File: config.mk
export PLATFORM = sky130hd
export DESIGN_NAME = ex_mem_stage_reg
export DESIGN_NICKNAME = d
export VERILOG_FILES = /design/src/rtl/pipe_pkg.sv /design/src/rtl/skid_buffer.sv /design/src/rtl/ex_mem_stage_reg.sv
export SDC_FILE = /design/constraint.sdc
export NUM_CORES = 1
export LEC_CHECK = 0
export CAP_MARGIN = 20
export CORE_AREA = 2 2 130 132
export DETAILED_ROUTE_END_ITERATION = 10
export DIE_AREA = 0 0 132 134
export GPL_TIMING_DRIVEN = 0
export PLACE_DENSITY = 0.72
export SYNTH_ARGS = -nofsm -noshare
export SYNTH_HDL_FRONTEND = slang
export SYNTH_HIERARCHICAL = 1
export SYNTH_SLANG_ARGS = --single-unit
File: constraint.sdc
create_clock -name clk -period 2.3 [get_ports clk]
set_clock_uncertainty 0.15 [all_clocks]
set_input_delay 0.575 -clock clk [delete_from_list [all_inputs] [get_ports clk]]
set_output_delay 0.575 -clock clk [all_outputs]
set_load 0.01 [all_outputs]
File: src/rtl/pipe_pkg.sv
// Shared EX->MEM pipeline types: load/store encodings, payload bundle,
// skid FSM states and the bubble value of the payload.
package pipe_pkg;

   localparam int P_XLEN = 32;

   localparam logic [2:0] LOAD_NONE = 3'b111;

   localparam logic [1:0] STORE_B = 2'b00;
   localparam logic [1:0] STORE_H = 2'b01;
   localparam logic [1:0] STORE_W = 2'b10;

   typedef enum logic [1:0] {
      SB_EMPTY = 2'd0,
      SB_ONE   = 2'd1,
      SB_FULL  = 2'd2
   } skid_state_t;

   typedef struct packed {
      logic [P_XLEN-1:0] result;
      logic [P_XLEN-1:0] op2;
      logic              write;
      logic [2:0]        load_type;
      logic [1:0]        store_type;
      logic              wb_load;
   } ex_mem_payload_t;

   // A bubble carries no memory access and no load writeback.
   function automatic ex_mem_payload_t bubble_payload(
      input logic [2:0] load_none
   );
      ex_mem_payload_t p;
      p           = '0;
      p.load_type = load_none;
      p.store_type = STORE_B;
      return p;
   endfunction

endpackage

File: src/rtl/skid_buffer.sv
// Valid/ready register slice: 2-entry FIFO skid with registered in_ready,
// or a single register with combinational in_ready.
module skid_buffer
   import pipe_pkg::*;
#(
   parameter int W       = 8,
   parameter bit SKID_EN = 1'b1
) (
   input  logic         clk,
   input  logic         rst_n,
   input  logic         flush,
   input  logic         in_valid,
   output logic         in_ready,
   input  logic [W-1:0] in_data,
   output logic         out_valid,
   input  logic         out_ready,
   output logic [W-1:0] out_data
);

   if (SKID_EN) begin : g_skid

      skid_state_t  state;
      logic         rdy;
      logic         ov;
      logic [W-1:0] dout;
      logic [W-1:0] skid;

      always_ff @(posedge clk or negedge rst_n) begin
         if (!rst_n) begin
            state <= SB_EMPTY;
            rdy   <= 1'b1;
            ov    <= 1'b0;
            dout  <= '0;
            skid  <= '0;
         end else if (flush) begin
            state <= SB_EMPTY;
            rdy   <= 1'b1;
            ov    <= 1'b0;
         end else begin
            unique case (state)
               SB_EMPTY: begin
                  if (in_valid) begin
                     dout  <= in_data;
                     ov    <= 1'b1;
                     state <= SB_ONE;
                  end
               end
               SB_ONE: begin
                  unique case (1'b1)
                     in_valid & out_ready: begin
                        dout <= in_data;
                     end
                     in_valid & ~out_ready: begin
                        skid  <= in_data;
                        rdy   <= 1'b0;
                        state <= SB_FULL;
                     end
                     ~in_valid & out_ready: begin
                        ov    <= 1'b0;
                        state <= SB_EMPTY;
                     end
                     default: begin
                     end
                  endcase
               end
               SB_FULL: begin
                  // Drain strictly in order: skid entry moves to output.
                  if (out_ready) begin
                     dout  <= skid;
                     rdy   <= 1'b1;
                     state <= SB_ONE;
                  end
               end
               default: begin
                  state <= SB_EMPTY;
                  rdy   <= 1'b1;
                  ov    <= 1'b0;
               end
            endcase
         end
      end

      assign in_ready  = rdy;
      assign out_valid = ov;
      assign out_data  = dout;

      a_full_not_ready: assert property (
         @(posedge clk) disable iff (!rst_n)
         (state == SB_FULL) |-> !in_ready
      );

      a_no_accept_full: assert property (
         @(posedge clk) disable iff (!rst_n)
         !((state == SB_FULL) && in_valid && in_ready)
      );

      a_ready_matches: assert property (
         @(posedge clk) disable iff (!rst_n)
         rdy == (state != SB_FULL)
      );

   end else begin : g_plain

      logic         ov;
      logic [W-1:0] dout;

      assign in_ready = out_ready | ~ov;

      always_ff @(posedge clk or negedge rst_n) begin
         if (!rst_n) begin
            ov   <= 1'b0;
            dout <= '0;
         end else if (flush) begin
            ov <= 1'b0;
         end else if (in_valid && in_ready) begin
            dout <= in_data;
            ov   <= 1'b1;
         end else if (out_ready) begin
            ov <= 1'b0;
         end
      end

      assign out_valid = ov;
      assign out_data  = dout;

   end

endmodule

File: src/rtl/ex_mem_stage_reg.sv
// EX->MEM pipeline register with handshake, flush, bubble masking
// and a saturating back-pressure counter.
module ex_mem_stage_reg #(
   parameter int         XLEN      = 32,
   parameter bit         SKID_EN   = 1'b1,
   parameter logic [2:0] LOAD_NONE = 3'b111,
   parameter int         CNT_W     = 16
) (
   input  logic             clk,
   input  logic             rst_n,
   input  logic             flush,
   input  logic             in_valid,
   output logic             in_ready,
   input  logic [XLEN-1:0]  ex_result,
   input  logic [XLEN-1:0]  ex_op2_selected,
   input  logic             ex_memory_write,
   input  logic [2:0]       ex_memory_load_type,
   input  logic [1:0]       ex_memory_store_type,
   input  logic             ex_wb_load,
   output logic             out_valid,
   input  logic             out_ready,
   output logic [XLEN-1:0]  mem_result,
   output logic [XLEN-1:0]  mem_op2_selected,
   output logic             mem_memory_write,
   output logic [2:0]       mem_memory_load_type,
   output logic [1:0]       mem_memory_store_type,
   output logic             mem_wb_load,
   output logic [CNT_W-1:0] stall_cycles
);

   import pipe_pkg::*;

   localparam int W = $bits(ex_mem_payload_t);

   ex_mem_payload_t in_pl;
   ex_mem_payload_t sb_pl;
   ex_mem_payload_t out_pl;
   logic            sb_valid;

   always_comb begin
      in_pl            = '0;
      in_pl.result     = ex_result;
      in_pl.op2        = ex_op2_selected;
      in_pl.write      = ex_memory_write;
      in_pl.load_type  = ex_memory_load_type;
      in_pl.store_type = ex_memory_store_type;
      in_pl.wb_load    = ex_wb_load;
   end

   skid_buffer #(
      .W       (W),
      .SKID_EN (SKID_EN)
   ) u_skid (
      .clk       (clk),
      .rst_n     (rst_n),
      .flush     (flush),
      .in_valid  (in_valid),
      .in_ready  (in_ready),
      .in_data   (in_pl),
      .out_valid (sb_valid),
      .out_ready (out_ready),
      .out_data  (sb_pl)
   );

   // Stale register contents never leak: empty slot reads as a bubble.
   assign out_pl = sb_valid ? sb_pl : bubble_payload(LOAD_NONE);

   assign out_valid             = sb_valid;
   assign mem_result            = out_pl.result;
   assign mem_op2_selected      = out_pl.op2;
   assign mem_memory_write      = out_pl.write;
   assign mem_memory_load_type  = out_pl.load_type;
   assign mem_memory_store_type = out_pl.store_type;
   assign mem_wb_load           = out_pl.wb_load;

   always_ff @(posedge clk or negedge rst_n) begin
      if (!rst_n) begin
         stall_cycles <= '0;
      end else if (sb_valid && !out_ready &&
                   stall_cycles != {CNT_W{1'b1}}) begin
         stall_cycles <= stall_cycles + 1'b1;
      end
   end

endmodule

==> run summary <==
Reg-to-reg endpoint = stall_cycles[12]
N_diodes = 0
Top FF cell, synth = dfrtp_1
Share of layout cells above drive strength 1 = 47.5%
Post-layout min period = 2250 ps
Worst-skew pair later-pin latency = 410 ps
Tot Pwr = 8.44 mW
Final setup margin = 47.0 ps
Pin count of the biggest net entering global routing = 87
RSZ-0062 raised after global routing = false
Core area = 16,300 sq um
Clock-pin slew on the worst setup and hold paths = 60 ps
Core Util, Final = 62.0%
Crit-path slowest cell = clkdlybuf4s50_1
Dominant cell type by area after synthesis = dfrtp_1
Final cell count without fillers = 985
Largest cells by area after synthesis = dfrtp_1 52%, mux2_2 31%, and2_1 5.5%, buf_6 1.8%, xor2_1 1.4%
CTS tree = done
Clock root cell = clkbuf_16
Num CTS Buffers = 17
Total GRT Usage = 20.1%
DRC viols = 0
Die W = 132 um
Hold/Removal Path Class = reg -> reg
Post-Syn Instances = 560
Critical path's top delay family = buffers and inverters
First-pass GRT wire length = 28,300 um
Grt ovf = 0
R2r worst-path depth = 8
DR vias/cell = 5.11
Fillers = 1,284
Internal reg-to-reg setup slack = 120 ps
Initial Utilization = 47.4%
FF+latch count, synth = 162
IO Pins = 165
Critical path class = reg -> out
VDD IR max = 0.480 mV
Synth Area per Inst = 13.8 sq um
Relative slew slack = 60.5%
DP HPWL = 11,600 um
Outcome = complete, no violations
Inst Count DP = 945
Number of detailed-route iterations in the first pass = 4
Crit share post-route = 98.0%
Crit-path cells = clkdlybuf4s50_1
Hold path endpoint = u_skid/out_data[12]
IO Port Bufs = 164
Antenna Violating Nets Remaining = 0
Initial antenna violation count = 0
Design area = 10,100 sq um
R2r startpoint = u_skid/out_valid
Initial DRC count = 188
Drt wl/cell = 17.3 um
Sequential area share after synthesis = 52.6%
Max-slew violation count = 0
CP Launch Type = flip-flop
Critical path's largest stage delay = 580 ps
Commonest non-fill, non-tap cell in the layout = mux2_2
Full die area = 17,700 sq um
Num Clock Sinks = 162
Worst-margin pin slew = 593 ps
Post-synth top area share = 52.2%
Vias in the first global route = 5,537
F_max = 444 MHz
Worst Path Buf+Inv = 1
Worst hold path startpoint = u_skid/out_data[12]
# rows = 47
Most frequent cells in the layout = 215 x mux2_2, 160 x dfrtp_1, 91 x clkdlybuf4s50_1
H-tree levels = 4
Syn Nets = 637
Final net count = 830
Die Span Y = 134 um
CP Max Fanout = 3
Post-Route WL = 17,100 um
WHS = 349 ps
Leakage = 4.47 nW
Total of max-cap violations = 0
Syn-to-layout area delta = 30.9%
Setup WS pre-CTS = -561 ps
Synthesized area = 7710 sq um
Hold Violations, Final = 0
CTS Buffer Depth = 2
Async SR Flop Fraction = 100%
Setup_tns = 0 ps
Power Density = 836 nW/um^2
Netlist cell types = 39
Crit path required time = 1570 ps
EDFF count, synth = 0
Placed Area = 9660 sq um
Ys Warns = 6
Hold path cells = 1
Crit end category = output port
Routability Congestion = 0.816
Final setup vio count = 0
Vias = 5,035
Critical Path AT = 1530 ps
==> power breakdown <==
| part | internal [mW] | total, mW | switching (mW) | leakage, nW |
|---|---|---|---|---|
| clock network | 1.82 | 2.92 | 1.11 | 0.298 |
| registers | 3.51 | 3.87 | 0.355 | 1.97 |
| logic | 1.02 | 1.65 | 0.625 | 2.20 |
==> registers in the layout, indices dropped and copies added (netlist names) <==
signal,count
u_skid/out_data,71
u_skid/in_ready,1
u_skid/g_skid.skid,71
u_skid/g_skid.state,2
u_skid/out_valid,1
stall_cycles,16
==> cell type report <==
class,count,area [sq um],area share (%)
clock inverters,9,129,1.28
repair buffers,174,1420,14.0
clock buffers,22,484,4.80
multi-input cells,365,3410,33.7
well taps,220,275,2.73
plain buffers,32,323,3.20
flip-flops and latches,162,4060,40.2
inverters,1,3.75,0.0372
==> metal layers <==
layer | share of wire [%] | wire, um | up-vias | global-route usage (%)
met5 | 0 | 0 | - | 0
met1 | 45 | 7760 | 2537 | 26.2
met2 | 48 | 8190 | 135 | 32.8
met3 | 5.7 | 973 | 13 | 6.05
met4 | 0.90 | 154 | 0 | 5.50
li1 | - | - | 2350 | -
==> cell families (layout without fill, tap and decap cells) <==
| kind of cell | after synthesis | after routing | share of synthesized area, % |
|---|---|---|---|
| AO/OA/AOI/OAI | 12 | 12 | 1.10 |
| XOR/XNOR | 13 | 13 | 1.48 |
| adder cells (fa/ha/maj) | 1 | 1 | 0.162 |
| buffers and inverters | 33 | 238 | 3.29 |
| flip-flops | 162 | 162 | 52.6 |
| multiplexers | 215 | 215 | 31.4 |
| AND/OR/NAND/NOR | 124 | 124 | 10.0 |
==> worst max-delay path by stage <==
stage / from / end / slack [ps] / cells past startpoint
6_report: u_skid/in_ready / in_ready / 50 / 1
5_1_grt: u_skid/out_valid / mem_memory_load_type[1] / 4 / 4
4_1_cts: u_skid/out_valid / mem_result[16] / 0.3 / 4
3_5_place_dp: out_ready / u_skid/out_data[8] / -560 / 6
3_3_place_gp: rst_n / u_skid/out_data[12] / -5960 / 1
2_1_floorplan: out_ready / stall_cycles[12] / 330 / 5
==> timing repair <==
action,4_1_cts,5_1_grt
hold endpoints to repair,9,0
hold buffers,1,0
pin swaps,1,0
buffers inserted,8,0
gates resized for setup,286,16
setup endpoints to repair,204,16
==> Yosys cell counts (2+ instances only) <==
cell,number
mux2_2,215
dfrtp_1,161
and2_1,68
buf_6,12
xor2_1,12
nand2_1,11
buf_4,10
clkbuf_1,8
nor3_1,6
nand3_1,5
nor2_1,5
a21oi_1,4
nand4_1,4
nor4_1,4
nand2b_1,3
nand3b_1,3
buf_2,2
nor3b_1,2
nor4_2,2
o21ai_0,2
o21bai_1,2
or2b_1,2
(Power assumes the default switching activity.)
